File: src/rtl/alu_pkg.sv
// Shared definitions for the ALU issue stage: ALU control codes, MIPS opcode/funct
// constants, the issue-record type and small decode helpers.
package alu_pkg;

    localparam int XLEN = 32;

    localparam logic [3:0] ALU_ADD = 4'd0;
    localparam logic [3:0] ALU_AND = 4'd1;
    localparam logic [3:0] ALU_OR  = 4'd2;
    localparam logic [3:0] ALU_SLL = 4'd3;
    localparam logic [3:0] ALU_SLT = 4'd4;
    localparam logic [3:0] ALU_SRL = 4'd5;
    localparam logic [3:0] ALU_SUB = 4'd6;
    localparam logic [3:0] ALU_XOR = 4'd7;
    localparam logic [3:0] ALU_BEQ = 4'd8;
    localparam logic [3:0] ALU_BNE = 4'd9;
    localparam logic [3:0] ALU_NOP = 4'd15;

    localparam logic [5:0] OP_RTYPE = 6'h00;
    localparam logic [5:0] OP_BEQ   = 6'h04;
    localparam logic [5:0] OP_BNE   = 6'h05;
    localparam logic [5:0] OP_ADDI  = 6'h08;
    localparam logic [5:0] OP_SLTI  = 6'h0A;
    localparam logic [5:0] OP_ANDI  = 6'h0C;
    localparam logic [5:0] OP_ORI   = 6'h0D;
    localparam logic [5:0] OP_XORI  = 6'h0E;
    localparam logic [5:0] OP_LB    = 6'h20;
    localparam logic [5:0] OP_LW    = 6'h23;
    localparam logic [5:0] OP_SB    = 6'h28;
    localparam logic [5:0] OP_SW    = 6'h2B;

    localparam logic [5:0] F_SLL = 6'h00;
    localparam logic [5:0] F_SRL = 6'h02;
    localparam logic [5:0] F_ADD = 6'h20;
    localparam logic [5:0] F_SUB = 6'h22;
    localparam logic [5:0] F_AND = 6'h24;
    localparam logic [5:0] F_OR  = 6'h25;
    localparam logic [5:0] F_XOR = 6'h26;
    localparam logic [5:0] F_SLT = 6'h2A;

    typedef struct packed {
        logic [XLEN-1:0] r1;
        logic [XLEN-1:0] r2;
        logic [3:0]      control;
        logic [4:0]      dest;
        logic            we;
        logic            mem_rd;
        logic            mem_wr;
        logic            mem_byte;
        logic [XLEN-1:0] store_data;
        logic            branch;
        logic            illegal;
    } issue_t;

    localparam issue_t ISSUE_IDLE = '{
        r1: '0, r2: '0, control: ALU_NOP, dest: '0, we: 1'b0, mem_rd: 1'b0,
        mem_wr: 1'b0, mem_byte: 1'b0, store_data: '0, branch: 1'b0, illegal: 1'b0
    };

    // Register-register funct codes; anything else maps to NOP.
    function automatic logic [3:0] funct_alu(input logic [5:0] funct);
        case (funct)
            F_ADD:   return ALU_ADD;
            F_SUB:   return ALU_SUB;
            F_AND:   return ALU_AND;
            F_OR:    return ALU_OR;
            F_XOR:   return ALU_XOR;
            F_SLT:   return ALU_SLT;
            F_SLL:   return ALU_SLL;
            F_SRL:   return ALU_SRL;
            default: return ALU_NOP;
        endcase
    endfunction

    function automatic logic [3:0] imm_alu(input logic [5:0] opcode);
        case (opcode)
            OP_ADDI: return ALU_ADD;
            OP_SLTI: return ALU_SLT;
            OP_ANDI: return ALU_AND;
            OP_ORI:  return ALU_OR;
            OP_XORI: return ALU_XOR;
            default: return ALU_NOP;
        endcase
    endfunction

endpackage

File: src/rtl/alu_issue_if.sv
// Upstream (register read) and downstream (ALU/EX) handshake bundle of the issue stage.
// The issue stage itself takes the slave view; its neighbours take the master view.
interface alu_issue_if;
    import alu_pkg::*;

    logic            in_valid;
    logic            in_ready;
    logic [31:0]     instr;
    logic [XLEN-1:0] rs_val;
    logic [XLEN-1:0] rt_val;

    logic            out_valid;
    logic            out_ready;
    logic [XLEN-1:0] r1;
    logic [XLEN-1:0] r2;
    logic [3:0]      control;
    logic [4:0]      dest;
    logic            we;
    logic            mem_rd;
    logic            mem_wr;
    logic            mem_byte;
    logic [XLEN-1:0] store_data;
    logic            branch;
    logic            illegal;

    modport slave (
        input  in_valid, instr, rs_val, rt_val, out_ready,
        output in_ready, out_valid, r1, r2, control, dest, we,
               mem_rd, mem_wr, mem_byte, store_data, branch, illegal
    );

    modport master (
        output in_valid, instr, rs_val, rt_val, out_ready,
        input  in_ready, out_valid, r1, r2, control, dest, we,
               mem_rd, mem_wr, mem_byte, store_data, branch, illegal
    );
endinterface

File: src/rtl/alu_decode.sv
// Combinational decoder: one MIPS-style instruction plus its register values
// become a complete issue record for the ALU and later stages.
module alu_decode
    import alu_pkg::*;
(
    input  logic [31:0]     i_instr,
    input  logic [XLEN-1:0] i_rs_val,
    input  logic [XLEN-1:0] i_rt_val,
    output issue_t          o_rec
);
    logic [5:0]      w_opcode;
    logic [4:0]      w_rt;
    logic [4:0]      w_rd;
    logic [4:0]      w_shamt;
    logic [5:0]      w_funct;
    logic [XLEN-1:0] w_imm_sext;
    logic [XLEN-1:0] w_imm_zext;
    logic            w_unused_rs;

    assign w_opcode    = i_instr[31:26];
    assign w_rt        = i_instr[20:16];
    assign w_rd        = i_instr[15:11];
    assign w_shamt     = i_instr[10:6];
    assign w_funct     = i_instr[5:0];
    assign w_imm_sext  = {{(XLEN-16){i_instr[15]}}, i_instr[15:0]};
    assign w_imm_zext  = {{(XLEN-16){1'b0}}, i_instr[15:0]};
    // The rs index is resolved by register read; only its value arrives here.
    assign w_unused_rs = ^i_instr[25:21];

    always_comb begin
        o_rec = ISSUE_IDLE;
        case (w_opcode)
            OP_RTYPE: begin
                case (w_funct)
                    F_ADD, F_SUB, F_AND, F_OR, F_XOR, F_SLT: begin
                        o_rec.control = funct_alu(w_funct);
                        o_rec.r1      = i_rs_val;
                        o_rec.r2      = i_rt_val;
                        o_rec.dest    = w_rd;
                        o_rec.we      = 1'b1;
                    end
                    F_SLL, F_SRL: begin
                        o_rec.control = funct_alu(w_funct);
                        o_rec.r1      = i_rt_val;
                        o_rec.r2      = {{(XLEN-5){1'b0}}, w_shamt};
                        o_rec.dest    = w_rd;
                        o_rec.we      = 1'b1;
                    end
                    default: o_rec.illegal = 1'b1;
                endcase
            end
            OP_ADDI, OP_SLTI, OP_ANDI, OP_ORI, OP_XORI: begin
                o_rec.control = imm_alu(w_opcode);
                o_rec.r1      = i_rs_val;
                o_rec.r2      = (w_opcode == OP_ADDI || w_opcode == OP_SLTI)
                                ? w_imm_sext : w_imm_zext;
                o_rec.dest    = w_rt;
                o_rec.we      = 1'b1;
            end
            OP_LB, OP_LW: begin
                o_rec.control  = ALU_ADD;
                o_rec.r1       = i_rs_val;
                o_rec.r2       = w_imm_sext;
                o_rec.dest     = w_rt;
                o_rec.we       = 1'b1;
                o_rec.mem_rd   = 1'b1;
                o_rec.mem_byte = (w_opcode == OP_LB);
            end
            OP_SB, OP_SW: begin
                o_rec.control    = ALU_ADD;
                o_rec.r1         = i_rs_val;
                o_rec.r2         = w_imm_sext;
                o_rec.mem_wr     = 1'b1;
                o_rec.mem_byte   = (w_opcode == OP_SB);
                o_rec.store_data = i_rt_val;
            end
            OP_BEQ, OP_BNE: begin
                o_rec.control = (w_opcode == OP_BEQ) ? ALU_BEQ : ALU_BNE;
                o_rec.r1      = i_rs_val;
                o_rec.r2      = i_rt_val;
                o_rec.branch  = 1'b1;
            end
            default: o_rec.illegal = 1'b1;
        endcase

        // Writes to $0 are suppressed, and a non-writing op never names a destination.
        if (o_rec.dest == 5'd0) o_rec.we = 1'b0;
        if (!o_rec.we) o_rec.dest = 5'd0;
    end
endmodule

File: src/rtl/alu_issue.sv
// Decode-and-issue stage in front of the ALU: decoder feeding a registered main
// output slot M backed by a skid slot S, with valid/ready on both sides and flush.
module alu_issue
    import alu_pkg::*;
(
    input  logic        clk,
    input  logic        rst_n,
    input  logic        flush,
    alu_issue_if.slave  io
);
    issue_t w_dec;
    issue_t r_m;
    issue_t r_s;
    issue_t w_m_next;
    issue_t w_s_next;
    logic   r_m_valid;
    logic   r_s_valid;
    logic   r_in_ready;
    logic   w_m_valid_next;
    logic   w_s_valid_next;
    logic   w_accept;

    alu_decode u_decode (
        .i_instr  (io.instr),
        .i_rs_val (io.rs_val),
        .i_rt_val (io.rt_val),
        .o_rec    (w_dec)
    );

    assign w_accept = io.in_valid && r_in_ready;

    always_comb begin
        w_m_next       = r_m;
        w_s_next       = r_s;
        w_m_valid_next = r_m_valid;
        w_s_valid_next = r_s_valid;
        if (flush) begin
            w_m_valid_next = 1'b0;
            w_s_valid_next = 1'b0;
        end else if (!r_m_valid || io.out_ready) begin
            // M is free this edge: the older skid entry goes first, a new accept queues behind it.
            if (r_s_valid) begin
                w_m_next       = r_s;
                w_m_valid_next = 1'b1;
                w_s_valid_next = w_accept;
                if (w_accept) w_s_next = w_dec;
            end else begin
                w_m_valid_next = w_accept;
                if (w_accept) w_m_next = w_dec;
            end
        end else if (w_accept) begin
            w_s_next       = w_dec;
            w_s_valid_next = 1'b1;
        end
    end

    always_ff @(posedge clk) begin
        if (!rst_n) begin
            r_m        <= ISSUE_IDLE;
            r_s        <= ISSUE_IDLE;
            r_m_valid  <= 1'b0;
            r_s_valid  <= 1'b0;
            r_in_ready <= 1'b1;
        end else begin
            r_m        <= w_m_next;
            r_s        <= w_s_next;
            r_m_valid  <= w_m_valid_next;
            r_s_valid  <= w_s_valid_next;
            r_in_ready <= !w_s_valid_next;
        end
    end

    assign io.in_ready   = r_in_ready;
    assign io.out_valid  = r_m_valid;
    assign io.r1         = r_m.r1;
    assign io.r2         = r_m.r2;
    assign io.control    = r_m.control;
    assign io.dest       = r_m.dest;
    assign io.we         = r_m.we;
    assign io.mem_rd     = r_m.mem_rd;
    assign io.mem_wr     = r_m.mem_wr;
    assign io.mem_byte   = r_m.mem_byte;
    assign io.store_data = r_m.store_data;
    assign io.branch     = r_m.branch;
    assign io.illegal    = r_m.illegal;
endmodule
File: src/flat_wrapper.sv
// flat-port wrapper written by rule: the top's interface ports become plain ports
module alu_issue_flat import alu_pkg::*;
  (clk, rst_n, flush, io_in_valid, io_instr, io_rs_val, io_rt_val, io_out_ready, io_in_ready, io_out_valid, io_r1, io_r2, io_control, io_dest, io_we, io_mem_rd, io_mem_wr, io_mem_byte, io_store_data, io_branch, io_illegal);
  alu_issue_if io_i ();
  input  logic clk;
  input  logic rst_n;
  input  logic flush;
  input wire logic [$bits(io_i.in_valid)-1:0] io_in_valid;
  input wire logic [$bits(io_i.instr)-1:0] io_instr;
  input wire logic [$bits(io_i.rs_val)-1:0] io_rs_val;
  input wire logic [$bits(io_i.rt_val)-1:0] io_rt_val;
  input wire logic [$bits(io_i.out_ready)-1:0] io_out_ready;
  output wire logic [$bits(io_i.in_ready)-1:0] io_in_ready;
  output wire logic [$bits(io_i.out_valid)-1:0] io_out_valid;
  output wire logic [$bits(io_i.r1)-1:0] io_r1;
  output wire logic [$bits(io_i.r2)-1:0] io_r2;
  output wire logic [$bits(io_i.control)-1:0] io_control;
  output wire logic [$bits(io_i.dest)-1:0] io_dest;
  output wire logic [$bits(io_i.we)-1:0] io_we;
  output wire logic [$bits(io_i.mem_rd)-1:0] io_mem_rd;
  output wire logic [$bits(io_i.mem_wr)-1:0] io_mem_wr;
  output wire logic [$bits(io_i.mem_byte)-1:0] io_mem_byte;
  output wire logic [$bits(io_i.store_data)-1:0] io_store_data;
  output wire logic [$bits(io_i.branch)-1:0] io_branch;
  output wire logic [$bits(io_i.illegal)-1:0] io_illegal;
  assign io_i.in_valid = io_in_valid;
  assign io_i.instr = io_instr;
  assign io_i.rs_val = io_rs_val;
  assign io_i.rt_val = io_rt_val;
  assign io_i.out_ready = io_out_ready;
  assign io_in_ready = io_i.in_ready;
  assign io_out_valid = io_i.out_valid;
  assign io_r1 = io_i.r1;
  assign io_r2 = io_i.r2;
  assign io_control = io_i.control;
  assign io_dest = io_i.dest;
  assign io_we = io_i.we;
  assign io_mem_rd = io_i.mem_rd;
  assign io_mem_wr = io_i.mem_wr;
  assign io_mem_byte = io_i.mem_byte;
  assign io_store_data = io_i.store_data;
  assign io_branch = io_i.branch;
  assign io_illegal = io_i.illegal;
  alu_issue u_core (.clk(clk), .rst_n(rst_n), .flush(flush), .io(io_i));
endmodule
File: config.mk
export PLATFORM = sky130hd
export DESIGN_NAME = alu_issue_flat
export DESIGN_NICKNAME = d
export VERILOG_FILES = /design/src/rtl/alu_pkg.sv /design/src/rtl/alu_issue_if.sv /design/src/rtl/alu_decode.sv /design/src/rtl/alu_issue.sv /design/src/flat_wrapper.sv
export SDC_FILE = /design/constraint.sdc
export NUM_CORES = 1
export LEC_CHECK = 0
export CORE_MARGIN = 8
export CORE_UTILIZATION = 44
export CTS_CLUSTER_DIAMETER = 100
export DETAILED_ROUTE_END_ITERATION = 10
export GPL_ROUTABILITY_DRIVEN = 0
export PLACE_DENSITY = 0.82
export SLEW_MARGIN = 20
export SYNTH_ARGS = -nofsm -noshare
export SYNTH_HDL_FRONTEND = slang
export SYNTH_SLANG_ARGS = --single-unit
File: constraint.sdc
create_clock -name clk -period 2.55 [get_ports clk]
set_clock_uncertainty 0.15 [all_clocks]
set_input_delay 0.51 -clock clk [delete_from_list [all_inputs] [get_ports clk]]
set_output_delay 0.51 -clock clk [all_outputs]
set_load 0.03 [all_outputs]
# Word-level counts from Yosys, hierarchy flattened
# Cells that the tools add are included.
op_classes:
  n_mux: 26
  bitwise_logic: 2
  n_reduce_logical: 22
  n_eq_ne: 19
op_table:
  columns: ["cell", "n"]
  rows:
  - ["$mux W111", 5]
  - ["$pmux W68 S4", 1]
  - ["$pmux W74 S2", 1]
  - ["$mux W32", 2]
  - ["$eq A6 B6 Y1 const B", 10]
  - ["$pmux W4 S8", 1]
  - ["$eq A6 B4 Y1 const B", 5]
  - ["$pmux W4 S5", 1]
  - ["$eq A6 B3 Y1 const B", 2]
  - ["$logic_not A6 Y1", 2]
  - ["$pmux W6 S2", 1]
  - ["$mux W1", 11]
  - ["$reduce_or A11 Y1", 1]
  - ["$reduce_or A2 Y1", 5]
  - ["$reduce_or A8 Y1", 1]
  - ["$reduce_or A7 Y1", 1]
  - ["$eq A6 B2 Y1 const B", 1]
  - ["$reduce_or A6 Y1", 1]
  - ["$logic_not A5 Y1", 1]
  - ["$mux W5", 1]
  - ["$reduce_or A5 Y1", 1]
  - ["$pmux W1 S2", 2]
  - ["$reduce_or A4 Y1", 1]
  - ["$reduce_and A3 Y1", 1]
  - ["7 further kinds", 10]
word_totals:
  ff_bits: 225
  inputBits: 101

# Depth between registers and ports, before layout
logic_depth:
  depth_word: 10
  depth_mapped: 8
  depth_no_buf: 5

# By module
# A second synthesis with hierarchy kept.
unflattened:
  hier_cells: 1299
  hier_area_um2: 11632.4
modules_own_cells:
  columns: ["mod", "cells_each", "area_per_inst_um2", "seq_area_each_um2", "instances"]
  rows:
  - ["alu_issue", 1103, 10189.8, 4504.3, 1]
  - ["alu_decode", 196, 1442.6, 0.0, 1]

# Worst setup path after synthesis
# Ideal clock, no wire load.
synth_path:
  kind: "input -> register"
  start: "input io_instr[26]"
  end: "register u_core.r_m, in the netlist u_core.io.r2[10]"
  setup_ps: 88
  slack_ps: 240
  stages: 7
  arrival_ps: 2072
  n_path_buf: 3
  path_cell_list: "buf_2 or4b_4 a41oi_4 buf_6 buf_4 nand2_1 a311oi_2"
synth_via:
  elab_chain_len: 5
  elab_cells_between_ends: 18
  cone_classes: "eq/ne: 11; mux: 3; reduce/logical: 4"
synth_rtl:
  columns: ["item", "line_no", "rtl"]
  rows:
  - ["start: declaration", "flat_wrapper.sv:9", "input wire logic [$bits(io_i.instr)-1:0] io_instr;"]
  - ["$eq A6 B4 Y1 (tied with other cells)", "alu_decode.sv:32", "case (w_opcode)"]
  - ["$reduce_or A5 Y1 (tied with other cells)", null, null]
  - ["$pmux W68 S4 (*)", "alu_decode.sv:32", null]
  - ["$mux W111 (*)", "alu_issue.sv:49", "if (w_accept) w_m_next = w_dec;"]
  - ["$mux W111 (*)", "alu_issue.sv:42", "if (r_s_valid) begin"]
  - ["end signal: assignment", "alu_issue.sv:65", "r_m <= w_m_next;"]
  - ["end: declaration", "alu_issue.sv:12", "issue_t r_m;"]
# Mark *: on every way between the ends. The rest lies on a longest branch, timed or not. The select of a mux whose other input is x is not followed.
# A chain may end at the register's enable or synchronous reset.

# Worst setup path after layout
layout_path:
  start: "input io_out_ready"
  end: "register u_core.r_s[70] (netlist bit)"
layout_via:
  elab_chain_len: 3
  elab_cells_between_ends: 4
  cone_classes: "eq/ne: 1; mux: 1; reduce/logical: 2"
layout_rtl:
  columns: ["item", "line_no", "rtl"]
  rows:
  - ["start: declaration", "flat_wrapper.sv:12", "input wire logic [$bits(io_i.out_ready)-1:0] io_out_ready;"]
  - ["$logic_or A1 B1 Y1 (*)", "alu_issue.sv:40", "end else if (!r_m_valid || io.out_ready) begin"]
  - ["$ne A2 B1 Y1 (no line)", null, null]
  - ["$reduce_and A2 Y1 (no line)", null, null]
  - ["end signal: assignment", "alu_issue.sv:66", "r_s <= w_s_next;"]
  - ["end: declaration", "alu_issue.sv:13", "issue_t r_s;"]
# Mark *: on every way between the ends. The rest lies on a longest branch, timed or not.

==> flow_metrics.tcl <==
set metrics [dict create \
    synthTopCellsByArea "dfxtp_1 41%, o21ai_0 6.3%, a21oi_1 6.0%, clkbuf_1 4.2%, nand2_1 4.1%" \
    yosys_most_used_dff "dfxtp_1" \
    fin_cells 1939 \
    synth-xor-area-share_pct 0.159 \
    hold_buffers 0 \
    worst_pin_slew_ns 0.806 \
    synth_cell_type_count 64 \
    ant_nets 0 \
    p_per_area_nw_per_um2 576 \
    synth_fa_ha_area_share_pct 0 \
    rsz0062_at_grt "no" \
    syn_avg_cell_area_um2 7.82 \
    cts.sinks 225 \
    path_max_fanout 16 \
    synth_edf_count 0 \
    grt.total_usage_pct 25.8 \
    synthTopCellsByCount "225 x dfxtp_1, 139 x o21ai_0, 131 x a21oi_1" \
    setup_tns_ns 0 \
    wl_um 41300 \
    area_growth_pct 35.3 \
    min_path_type "in2reg" \
    ys_warn_count 0 \
    syn-instance-count 1407 \
    nFillCells 2126 \
    maxCapViolCount 0 \
    p_leak_uw 0.00549 \
    die_y_um 174 \
    placed_cells 1894 \
    async_flop_share_pct 0 \
    synthMuxAreaShare_pct 0.193 \
    seq_area_um2 4510 \
    cts_resized 0 \
    crit_required_ns 2.80 \
    period_share_pct 90.8 \
    gr-total-overflow 0 \
    path_class "in2reg" \
    ir_drop_mv 0.414 \
    cts_buffer_depth 3 \
    drtIter0Drc 1651 \
    synth_top_family_by_area "compound AO/OA/AOI/OAI gates" \
    report.final.setup_viol 0 \
    grt_pass1_vias 12067 \
    synth_seq_cells 225 \
    fp.coreArea_um2 24900 \
    crit_chain "clkdlybuf4s50_1 -> nor2b_1 -> nor2_1 -> or3_2 -> a31oi_1 -> buf_4 -> a21oi_1" \
    synth-simple-area-share_pct 20.3 \
    layout_min_cycle_time_ns 2.32 \
    numCtsBuffers 25 \
    final_max_slew_viol_count 0 \
    post-synth-top-count-cell "dfxtp_1" \
    cts_max_level 1 \
    synth_area_um2 11000 \
    fin_util_pct 59.8 \
    dieArea_um2 30300 \
    wl_per_cell_um 21.3 \
    hold_violations 0 \
    rows 58 \
    antenna_cells 0 \
    synth_top_cell_by_area "dfxtp_1" \
    drtPass1Iterations 5 \
    critPathMaxStageDelay_ns 0.62 \
    port_buffers 208 \
    layout.nets 1692 \
    multi_input_area_um2 5870 \
    grt_pass1_wl_um 65200 \
    synth_fp_nets 1508 \
    ys_seq_area_share_pct 40.9 \
    clock.fmax_mhz 432 \
    drive_above_1_share_pct 11.5 \
    tritoncts "yes" \
    io_pins 214 \
    synth_top_area_share_pct 40.9 \
    place.detailed.hpwl_um 26700 \
    post_cts_buffers 0 \
    fp.dieW_um 174 \
    clkLatencyLatePin_ns 0.52 \
    cts-root-buf "clkbuf_16" \
    cp-start-kind "primary input" \
    postLayoutCellArea_um2 14900 \
    vias 12298 \
    initial_utilization_pct 44.2 \
    slew_headroom_pct 46.3 \
    viasPerCell 6.34 \
    end_kind "flop" \
    clk_pin_slew_worst_paths_ns 0.06 \
    drc 0 \
    antenna_found_initial 1 \
    synth_compound_area_share_pct 32.2 \
    grt_max_degree 100 \
    arrival_ns 2.56 \
    slowest_stage "or3_2" \
    place_area_um2 14000 \
    status "finished, final reports clean" \
]
-- stage by stage --
stage	power, uW	hold WS, ns	setup slack, ns
floorplan	4290	0.282	0.240
CTS	8590	0.185	0.252
finish	8580	0.196	0.234
global route	8830	0.208	0.149
global placement	4880	0.287	-0.128
detailed placement	4900	0.291	-0.198
-- final cells by class --
cell class | instances | area share, %
timing repair buffer | 314 | 21.6
clock inverter | 11 | 0.874
multi-input combinational | 1015 | 39.5
tap | 330 | 2.77
clock buffer | 34 | 4.77
sequential | 225 | 30.3
inverter | 10 | 0.252
-- flip-flops by register name (all words and copies together), names as in the netlist --
signal / count
u_core.io.out_valid: 1
u_core.io.in_ready: 1
u_core.io.control: 4
u_core.io.mem_wr: 1
u_core.io.r2: 32
u_core.r_s: 111
u_core.io.illegal: 1
u_core.io.mem_rd: 1
u_core.io.r1: 32
u_core.io.dest: 5
u_core.io.we: 1
u_core.r_s_valid: 1
u_core.io.mem_byte: 1
u_core.io.branch: 1
u_core.io.store_data: 32
-- where the power goes --
part	internal [uW]	switching, uW
Combinational	508	695
Sequential	3600	45.7
Clock	2240	1490
Total	6350	2230
-- cells by family after synthesis --
family | after synthesis
flip-flops | 225
buffers and inverters | 167
XOR/XNOR | 2
multiplexers | 2
AO/OA/AOI/OAI | 549
AND/OR/NAND/NOR | 462
-- per-layer routing --
metal  track usage (%)  share of wire (%)
met3              5.66                 10
met1              32.3                 39
met4              11.6                3.7
met5                 0              0.022
met2              41.8                 47
-- critical path, delay by kind of cell --
family          cells  cell delay (ns)
buf+inv             2             0.67
simple gates        3             1.04
compound gates      2             0.33
-- path summary, 6_finish.rpt --
path                             from                 endpoint  slack, ns  cells past startpoint
hold / removal                  rst_n  u_core.io.store_data[8]       0.20                      3
setup / recovery         io_out_ready           u_core.r_s[70]       0.23                      7
hold reg to reg      u_core.io.r1[19]         u_core.io.r1[19]       0.30                      2
setup reg to reg  u_core.io.out_valid           u_core.r_s[70]       0.29                      6
-- cells in the final DEF (no fill, tap or decap), types with 5 or more instances in the layout --
master and count:
nor2_1 111, a21o_1 6, nand2_1 120, a221oi_1 32, nor3_1 38, o311ai_0 27
or2_2 7, nor3_2 5, o21a_1 5, nand2b_1 32, clkbuf_8 5, inv_1 8
clkinv_2 8, o31ai_1 35, clkdlybuf4s50_1 207, clkbuf_16 25, nand4_1 32, o21ai_0 139
a211o_1 48, o211ai_1 5, buf_4 80, a311oi_2 8, nand3_1 67, buf_12 27
dfxtp_1 224, a21oi_1 131, o21ai_1 50, a311oi_1 9, o221ai_1 8, nand3b_1 13
a31oi_1 23
Power figures use the tool's default switching activity.
